### src/rtl/prn_serializer.sv
// Fetches a burst of PRN words from the 16-bit generator.
// Ports: clk/reset; start+num_words request; abort cancels;
// prn_in/lfsr_enable to the generator; bit_out/bit_valid/bit_ready
// serial MSB-first stream; busy during burst; done pulse at end.
module prn_serializer #(
  parameter int WIDTH = 16,
  parameter int CNT_W = 8
) (
  input  logic             clk,
  input  logic             reset,
  input  logic             start,
  input  logic [CNT_W-1:0] num_words,
  input  logic             abort,
  input  logic [WIDTH-1:0] prn_in,
  output logic             lfsr_enable,
  output logic             bit_out,
  output logic             bit_valid,
  input  logic             bit_ready,
  output logic             busy,
  output logic             done
);

  localparam int BW = $clog2(WIDTH);

  typedef enum logic [1:0] {
    IDLE,
    LOAD,
    SHIFT,
    DONE
  } state_t;

  state_t           state_q, state_d;
  logic [WIDTH-1:0] shreg_q, shreg_d;
  logic [BW-1:0]    bcnt_q, bcnt_d;
  logic [CNT_W-1:0] wcnt_q, wcnt_d;

  always_ff @(posedge clk or posedge reset) begin
    if (reset) begin
      state_q <= IDLE;
      shreg_q <= '0;
      bcnt_q  <= '0;
      wcnt_q  <= '0;
    end else begin
      state_q <= state_d;
      shreg_q <= shreg_d;
      bcnt_q  <= bcnt_d;
      wcnt_q  <= wcnt_d;
    end
  end

  always_comb begin
    state_d     = state_q;
    shreg_d     = shreg_q;
    bcnt_d      = bcnt_q;
    wcnt_d      = wcnt_q;
    lfsr_enable = 1'b0;
    bit_valid   = 1'b0;
    bit_out     = 1'b0;
    busy        = 1'b0;
    done        = 1'b0;
    unique case (state_q)
      IDLE: begin
        if (start) begin
          if (num_words != '0) begin
            wcnt_d  = num_words;
            state_d = LOAD;
          end else begin
            state_d = DONE;
          end
        end
      end
      LOAD: begin
        // Generator steps now; prn_in still holds the pre-step word.
        lfsr_enable = 1'b1;
        busy        = 1'b1;
        if (abort) begin
          state_d = IDLE;
        end else begin
          shreg_d = prn_in;
          bcnt_d  = BW'(WIDTH - 1);
          state_d = SHIFT;
        end
      end
      SHIFT: begin
        bit_valid = 1'b1;
        bit_out   = shreg_q[WIDTH-1];
        busy      = 1'b1;
        if (abort) begin
          state_d = IDLE;
        end else if (bit_ready) begin
          if (bcnt_q != '0) begin
            shreg_d = {shreg_q[WIDTH-2:0], 1'b0};
            bcnt_d  = bcnt_q - 1'b1;
          end else begin
            wcnt_d  = wcnt_q - 1'b1;
            state_d = (wcnt_q == CNT_W'(1)) ? DONE : LOAD;
          end
        end
      end
      DONE: begin
        done    = 1'b1;
        state_d = IDLE;
      end
      default: state_d = IDLE;
    endcase
  end

endmodule

### config.mk
export PLATFORM = sky130hd
export DESIGN_NAME = prn_serializer
export DESIGN_NICKNAME = d
export VERILOG_FILES = /design/src/rtl/prn_serializer.sv
export SDC_FILE = /design/constraint.sdc
export NUM_CORES = 1
export LEC_CHECK = 0
export CAP_MARGIN = 20
export CORE_MARGIN = 5
export CORE_UTILIZATION = 56
export CTS_CLUSTER_SIZE = 25
export DETAILED_ROUTE_END_ITERATION = 10
export GPL_ROUTABILITY_DRIVEN = 1
export PLACE_DENSITY = 0.85
export SLEW_MARGIN = 5
export SYNTH_ARGS = -nofsm -noshare
export SYNTH_HDL_FRONTEND = slang
export SYNTH_SLANG_ARGS = --single-unit
### constraint.sdc
create_clock -name clk -period 4.8 [get_ports clk]
set_clock_uncertainty 0.2 [all_clocks]
set_input_delay 0.72 -clock clk [delete_from_list [all_inputs] [get_ports clk]]
set_output_delay 0.72 -clock clk [all_outputs]
set_load 0.01 [all_outputs]
Word-level counts from Yosys, hierarchy flattened
Cells that the tools add are included.

word-level totals
  bits of input ports = 29
  register bits = 30
  word-level logic and storage cells = 57
  output and inout bits = 5

operators by class
  reductions and logical operators = 9
  multiplexer cells = 29
  $add $sub $neg = 2
  equal/unequal tests = 13

operators by type and width
  cell                 count
  $mux 16              4
  $mux 8               5
  $pmux 16 s2          1
  $mux 4               4
  $pmux 8 s2           1
  $mux 2               7
  $ne 2x2->1 const B   7
  $eq 8x1->1 const B   1
  $pmux 2 s4           1
  $pmux 4 s2           1
  $reduce_bool 8->1    1
  $sub 8x1->8 const B  1
  $ne 3x3->1 const B   2
  $reduce_and 6->1     1
  $mux 1               5
  $reduce_and 5->1     1
  $eq 2x2->1 const B   2
  $reduce_bool 2->1    2
  $reduce_bool 4->1    1
  $sub 4x1->4 const B  1
  $reduce_and 3->1     1
  $eq 2x1->1 const B   1
  $logic_not 2->1      1
  $reduce_or 2->1      1

Depth between registers and ports, before layout
Gate-level depths: netlist (run 1).

  word-level depth = 6
  depth in mapped cells = 8
  gate-level depth less buffers = 6

Least setup slack after synthesis (run 1)
OpenSTA, ideal clock, no wires.

  path kind = reg2out
  from = register state_q[0]
  to = output bit_out
  setup slack = 2240 ps
  stages on the path, launching flop included = 7
  required time = 3880 ps
  data arrival time = 1640 ps
  buffers on the path = 3
  cell sequence = dfrtp_1 > inv_1 > ha_1 > buf_4 > clkbuf_1 > buf_1 > and2_1

between the ends
  cells in the longest elaborated chain, start to end = 2

RTL lines
  element                   line  source
  start: declaration        32    state_t state_q, state_d;
  start signal: assignment  44    state_q <= state_d;
  $eq 2x2->1                61    unique case (state_q)
  $mux 1                    61
  end: declaration          16    output logic bit_out,

No other way between the ends.

Worst setup path after layout (run 1)
  from = register state_q[0]
  to = output bit_valid

between the ends
  cells in the longest elaborated chain, start to end = 2

RTL lines
  element           line  source
  $eq 2x2->1        61
  $mux 1            61
  end: declaration  17    output logic bit_valid,

No other way between the ends.

==> summary.md, run 1 <==
| Metric | Value |
|---|---|
| Relative contribution of the clock network to total power | `0.132` |
| Kind of start point of the critical path | `register` |
| Number of detailed-routing iterations run before antenna repair | `4` |
| H-Tree Depth | `2` |
| Area enclosed by the die boundary | `0.00452 mm²` |
| IO Port Bufs | `33` |
| Die height | `roughly 67 µm` |
| Worst path setup slack after routing | `between 1 and 1.5 ns` |
| Peak VDD IR | `274 µV` |
| Util after Layout | `0.732` |
| Number of enable-type register cells in the synthesized netlist | `0` |
| Pin count of the biggest net entering global routing | `24` |
| Post-synthesis to final-layout area growth | `23.9%` |
| Post-synthesis async set-or-reset flop share | `1.00` |
| Setup repair after global routing missed its margin | `false` |
| Global-route congestion overflow total | `0` |
| Cell type contributing the most total cell area after synthesis | `dfrtp_1` |
| GP Congestion | `0.839` |
| Dominant register cell in the synthesized netlist | `dfrtp_1` |
| Worst min-delay path startpoint | `wcnt_q[5]$_DFFE_PP0P_` |
| Clock slew at the register clock pins of the worst setup and hold paths | `~0.1 ns` |
| Initial antenna violation count | `0` |
| Final-report setup violation count | `0` |
| Library cells used by synthesis | `41` |
| Switching portion of total power | `0.374` |
| Count of hold buffers inserted by post-cts repair | `0` |
| Power per standard cell area | `543 mW/mm²` |
| Path category of the worst min-delay check | `reg -> reg` |
| Post-DP HPWL | `about 3000 µm` |
| Setup bufs post-CTS | `0` |
| Clock sink count | `30` |
| Max Clock Freq | `300 MHz` |
| Number of standard cells after synthesis | `165` |
| Effective utilization at floorplan | `0.591` |
| Minimum clock period | `3.33 ns` |
| Post-synthesis sequential element count | `30` |
| Top post-synthesis cells by count | `30 x dfrtp_1, 22 x mux2_2, 10 x a21oi_1, 10 x inv_1, 10 x mux2_4` |
| Syn Area/Cell | `11.1 µm²` |
| Wire length of the first global-routing pass | `approximately 6700 µm` |
| Count of final hold-check violations | `0` |
| Final routed DRC violation total | `0` |
| Worst endpoint data arrival time | `~2.4 ns` |
| Reg2Reg Depth | `7` |
| Total CTS buffers | `5` |
| R2R Setup Slk | `roughly 1.9 ns` |
| Total Wirelength | `4150 µm` |
| Number of global-route vias before repair | `~1,500` |
| Number of warnings issued by yosys | `0` |
| Cell chosen for the clock root | `clkbuf_4` |
| Global-route total usage across every layer | `0.202` |
| Proportion of power drawn by combinational gates | `0.498` |
| Portion of synthesized cell area occupied by the leading cell type | `0.410` |
| Pins Over Slew Limit | `0` |
| Detailed-route vias per instance | `between 5 and 6` |
| Sequential share of the synthesized area | `0.410` |
| Antenna-violating nets left | `0` |
| Worst-path fanout max | `21` |
| Post-Place Worst Slack | `between 1.5 and 2 ns` |
| Vias | `between 1,000 and 1,500` |
| Chip width | `67.2 µm` |
| Insertion delay of the later-clocked pin in the worst-skew pair | `approximately 0.34 ns` |
| Number of rows in the core area | `20` |
| Portion of total power attributed to sequential cells | `0.371` |
| Critical path class | `reg -> out` |
| Top-level port count | `34` |
| Number of buffers on the longest clock path | `2` |
| Core area | `approximately 0.0031 mm²` |
| Share of final-layout standard cells stronger than drive strength 1 | `0.230` |
| Leakage | `about 0.94 nW` |
| Fraction of the cycle the final worst path needs | `0.693` |
| Slew @ Worst Pin | `0.644 ns` |
| Worst Setup EP | `bit_valid` |
| Number of gates resized after CTS | `0` |
| Top cells by area in the synthesized netlist | `dfrtp_1 41%, mux2_2 14%, mux2_4 8.2%` |
| Internal | `between 0.7 and 0.8 mW` |
| # Max-Cap Violations | `0` |
| Routed length per placed instance | `between 15 and 20 µm` |
| Outcome | `finished clean` |
| Synth Cell Area | `about 0.0018 mm²` |
| First DRT Iteration DRCs | `206` |
| End of the worst register-to-register path | `shreg_q[7]$_DFFE_PP0P_` |
| Number of nets in the synthesized netlist | `around 200` |
| TritonCTS clock tree | `yes` |
| Cell with the most instances after synthesis | `dfrtp_1` |
| Worst endpoint required time | `slightly below 4 ns` |
| Launch instance of the worst register-to-register path | `state_q[0]$_DFFE_PP0P_` |
| Number of inserted diodes | `0` |
| Type of destination of the critical path | `output port` |
| Accumulated negative setup slack | `0 ns` |
| Max-slew headroom | `0.571` |
| Final Net Count | `around 240` |
| Switching power total | `roughly 0.46 mW` |
| Worst setup path startpoint | `state_q[0]$_DFFE_PP0P_` |
| Fill cells | `237` |
power by group through the flow:
stage | Clock (mW) | Combinational [mW] | Sequential [mW]
5_1_grt | 0.179 | 0.660 | 0.470
2_1_floorplan | 0 | 0.475 | 0.429
6_report | 0.163 | 0.613 | 0.457
3_5_place_dp | 0 | 0.611 | 0.457
3_3_place_gp | 0 | 0.578 | 0.447
4_1_cts | 0.165 | 0.614 | 0.454
routing by layer:
| layer | vias up | share of wire | GRT usage |
|---|---|---|---|
| met5 | - | 0 | 0 |
| met1 | 712 | 0.41 | 0.235 |
| met4 | 0 | 0.021 | 0.104 |
| li1 | 671 | - | - |
| met3 | 7 | 0.064 | 0.0566 |
| met2 | 60 | 0.50 | 0.337 |
critical path: stages, from the launching register on:
cell and delay (ns):
dfrtp_1 0.42, inv_1 0.09, ha_1 0.57, buf_4 0.39
clkdlybuf4s50_1 0.59
layout make-up:
cell class / count / area (µm²) / share of cell area
inverters: 11 / 41.3 / 0.0182
repair buffers: 35 / 365 / 0.161
well taps: 44 / 55.1 / 0.0242
multi-input cells: 116 / 998 / 0.440
clock inverters: 1 / 5.00 / 0.00220
flip-flops and latches: 30 / 751 / 0.331
clock buffers: 7 / 55.1 / 0.0242
registers in the layout, indices dropped and copies added, names as in the netlist:
name	cells
bcnt_q	4
shreg_q	16
state_q	2
wcnt_q	8
cell families (layout without fill, tap and decap cells):
family	count (synthesis)	after routing	synth area share
compound gates	35	35	0.143
fa+ha+maj	7	7	0.0478
buf+inv	19	54	0.0457
flops	30	30	0.410
mux	33	33	0.223
simple gates	41	41	0.131
through the flow:
stage	power [mW]	instance area, µm²	cells	hold WS (ns)
after global placement	1.02	2180	235	0.275
after global routing	1.31	2270	244	0.337
after floorplan	0.905	1830	165	0.248
after CTS	1.23	2270	244	0.296
final	1.23	2270	244	0.300
after detailed placement	1.07	2210	236	0.270
worst min path at each step:
stage	to	slack [ns]	cells after the start
3_5_place_dp	wcnt_q[5]$_DFFE_PP0P_	0.27	1
5_1_grt	shreg_q[8]$_DFFE_PP0P_	0.34	1
2_1_floorplan	wcnt_q[5]$_DFFE_PP0P_	0.25	1
6_report	wcnt_q[5]$_DFFE_PP0P_	0.30	1
3_3_place_gp	wcnt_q[7]$_DFFE_PP0P_	0.27	1
4_1_cts	wcnt_q[5]$_DFFE_PP0P_	0.30	1
layout by cell type (no fill, tap or decap), types with 3 or more instances in the layout:
master           netlist  final
nand2_1                5      5
ha_1                   7      7
inv_1                 10     10
clkbuf_4               0      5
o2bb2ai_1              4      4
nor2b_1                4      4
mux2_4                10     10
o21ai_0                5      5
mux2_2                22     22
nand3_1                6      6
nor4_1                 3      3
nor2_1                 5      5
clkdlybuf4s50_1        0     33
a21oi_1               10     10
a31oi_1                5      5
nor3_1                 5      5
dfrtp_1               30     30
No activity file was read; power rests on OpenSTA's default activity.
==> inputs of run 2 (changes only) <==
--- a/config.mk
+++ b/config.mk
@@ -7,11 +7,11 @@
 export LEC_CHECK = 0
 export CAP_MARGIN = 20
 export CORE_MARGIN = 5
-export CORE_UTILIZATION = 56
+export CORE_UTILIZATION = 47
 export CTS_CLUSTER_SIZE = 25
 export DETAILED_ROUTE_END_ITERATION = 10
 export GPL_ROUTABILITY_DRIVEN = 1
-export PLACE_DENSITY = 0.85
+export PLACE_DENSITY = 0.76
 export SLEW_MARGIN = 5
 export SYNTH_ARGS = -nofsm -noshare
 export SYNTH_HDL_FRONTEND = slang
==> constraint.sdc (replaced) <==
create_clock -name clk -period 3 [get_ports clk]
set_clock_uncertainty 0.2 [all_clocks]
set_input_delay 0.45 -clock clk [delete_from_list [all_inputs] [get_ports clk]]
set_output_delay 0.45 -clock clk [all_outputs]
set_load 0.01 [all_outputs]
==> run 2 against run 1 <==
Combinational power is 60% higher. Cell count is 1.6% higher. Final area is 0.39% higher. Wire length is 0.96% higher. Sequential share of layout area is 0.13 points lower. Non-clock buffer count is 1 higher. First-iteration DRC count is 50% lower. Hold slack better by 0.0035 ns. Global-route usage is 3.3 points lower. Sequential cell count stayed put.
==> summary.md, run 2 (synthesis gave the netlist of run 1 again) <==
| Metric | Value |
|---|---|
| Vias | `1,435 (-1.0%)` |
| Worst endpoint required time | `2.35 ns (-1.53 ns)` |
| Accumulated negative setup slack | `0 ns (unchanged)` |
| Initial antenna violation count | `0 (unchanged)` |
| Leakage | `0.941 nW (about the same)` |
| Peak VDD IR | `454 µV (+66%)` |
| Number of gates resized after CTS | `0 (unchanged)` |
| Met3 usage | `0.0568 (+0.000214)` |
| Area enclosed by the die boundary | `0.00525 mm² (+16%)` |
| # Max-Cap Violations | `0 (unchanged)` |
| Routed length per placed instance | `16.9 µm (-0.66%)` |
| Antenna-violating nets left | `0 (unchanged)` |
| Count of final hold-check violations | `0 (unchanged)` |
| Path category of the worst min-delay check | `reg -> reg` |
| Busiest layer in global routing | `met2` |
| Reg2Reg Depth | `7 (unchanged)` |
| Met1 routing resource usage after global routing | `0.190 (-0.0454)` |
| Number of inserted diodes | `0 (unchanged)` |
| Core area | `0.00372 mm² (+20%)` |
| Worst endpoint data arrival time | `1.91 ns (-0.50 ns)` |
| H-Tree Depth | `2 (unchanged)` |
| Worst Hold Depth | `1 (unchanged)` |
| Pin count of the biggest net entering global routing | `31 (+29%)` |
| Area used by multi-input combinational logic | `998 µm² (unchanged)` |
| Wire length of the first global-routing pass | `6940 µm (+3.0%)` |
| Max-slew headroom | `0.606 (+0.0345)` |
| Total Wirelength | `4190 µm (+0.96%)` |
| Fraction of the cycle the final worst path needs | `0.853` |
| Kind of start point of the critical path | `register` |
| Register bank with the most flops | `shreg_q` |
| Most common library cell in the layout ignoring fill and taps | `clkdlybuf4s50_1` |
| Met2 demand-to-capacity share in global routing | `0.290 (-0.0472)` |
| Total CTS buffers | `5 (unchanged)` |
| Type of destination of the critical path | `output port` |
| TritonCTS clock tree | `yes` |
| Post-synthesis to final-layout area growth | `24.4%` |
| Largest registers | `shreg_q x16, wcnt_q x8, bcnt_q x4` |
| Fill cells | `312 (+32%)` |
| Critical path class | `reg -> out` |
| Final Net Count | `236 (+0.43%)` |
| Clock slew at the register clock pins of the worst setup and hold paths | `0.06 ns (-0.04 ns)` |
| Highest-delay cell along the critical path | `clkdlybuf4s50_1` |
| Worst-path fanout max | `17 (-19%)` |
| Insertion delay of the later-clocked pin in the worst-skew pair | `0.28 ns (-0.06 ns)` |
| Pins Over Slew Limit | `0 (unchanged)` |
| Post-DP HPWL | `3160 µm (+4.7%)` |
| Global-route congestion overflow total | `0 (unchanged)` |
| Effective utilization at floorplan | `0.493 (-0.0975)` |
| Critical Path, Cell by Cell | `inv_1, ha_1, buf_4, clkdlybuf4s50_1` |
| IO Port Bufs | `33 (unchanged)` |
| Minimum clock period | `about 2.6 ns` |
| Overall power after layout | `2.02 mW (+64%)` |
| Setup bufs post-CTS | `0 (unchanged)` |
| Detailed-route vias per instance | `5.79 (-2.6%)` |
| Chip width | `72.5 µm (+7.8%)` |
| Global-route total usage across every layer | `0.168 (-0.0334)` |
| Clock sink count | `30 (unchanged)` |
| Outcome | `finished clean` |
| Sequential cell area | `751 µm² (unchanged)` |
| Max Clock Freq | `slightly below 400 MHz` |
| Flip-flop count of the largest register, all copies and words added | `16 (unchanged)` |
| Setup repair after global routing missed its margin | `false` |
| Number of buffers on the longest clock path | `2 (unchanged)` |
| Final instance area | `0.00228 mm² (+0.39%)` |
| Count of hold buffers inserted by post-cts repair | `0 (unchanged)` |
| Final routed DRC violation total | `0 (unchanged)` |
| Area after detailed placement | `0.00220 mm² (-0.34%)` |
| Final-report setup violation count | `0 (unchanged)` |
| Share of final-layout standard cells stronger than drive strength 1 | `0.225 (-0.00500)` |
| Commonest cells after routing, fill and taps aside | `33 x clkdlybuf4s50_1, 30 x dfrtp_1, 22 x mux2_2` |
| Top-level port count | `34 (unchanged)` |
| GP Congestion | `0.822 (-2.0%)` |
| Number of rows in the core area | `22 (+10%)` |
| Cell chosen for the clock root | `clkbuf_8` |
| First DRT Iteration DRCs | `104 (-50%)` |
| Number of global-route vias before repair | `1,532 (+1.9%)` |
| Die height | `72.5 µm (+7.8%)` |
| Maximum single-stage delay on the critical path | `0.59 ns (about the same)` |
| Number of detailed-routing iterations run before antenna repair | `5 (+1)` |
| Slew @ Worst Pin | `0.590 ns (-0.0532 ns)` |
| Power per standard cell area | `885 mW/mm² (+63%)` |
## run 2: layer usage
layer	routed length (µm)	part of all wire
met1	1620	0.39
met2	2180	0.52
met3	288	0.069
met4	102	0.024
met5	0	0
## run 2: area by class of cell
type                    count  share of cell area
clock buffers               7              0.0335
inverters                  11              0.0181
multi-input cells         116               0.438
flip-flops and latches     30               0.329
well taps                  48              0.0263
repair buffers             36               0.155
## run 2: through the flow
stage	instances	worst slack (ns)	utilization	hold slack (ns)
2_1_floorplan	165	0.710	-	0.248
3_3_place_gp	241	0.615	0.593	0.275
3_5_place_dp	241	0.537	0.593	0.294
4_1_cts	248	0.445	0.613	0.309
5_1_grt	248	0.369	0.613	0.324
6_report	248	0.441	0.613	0.304
## run 2: worst paths after layout
path / from / end / slack (ns)
worst max-delay path: state_q[0]$_DFFE_PP0P_ / bit_valid / 0.44
worst min-delay path: shreg_q[5]$_DFFE_PP0P_ / shreg_q[5]$_DFFE_PP0P_ / 0.30
worst max register to register: state_q[0]$_DFFE_PP0P_ / wcnt_q[1]$_DFFE_PP0P_ / 0.52
worst min register to register: shreg_q[5]$_DFFE_PP0P_ / shreg_q[5]$_DFFE_PP0P_ / 0.30
max in group asynchronous: reset / bcnt_q[3]$_DFFE_PP0P_ / 1.97
min in group asynchronous: reset / wcnt_q[0]$_DFFE_PP0P_ / 0.35
## run 2: report_power, final
group | internal, mW | switching, mW | total (mW)
clock network | 0.159 | 0.142 | 0.301
registers | 0.595 | 0.143 | 0.738
logic | 0.530 | 0.449 | 0.979
total | 1.29 | 0.733 | 2.02
## run 2: critical path: cells and delay by family (launching register included)
family	cells	cell delay, ns
buf+inv	3	0.94
flops	1	0.42
fa+ha+maj	1	0.27
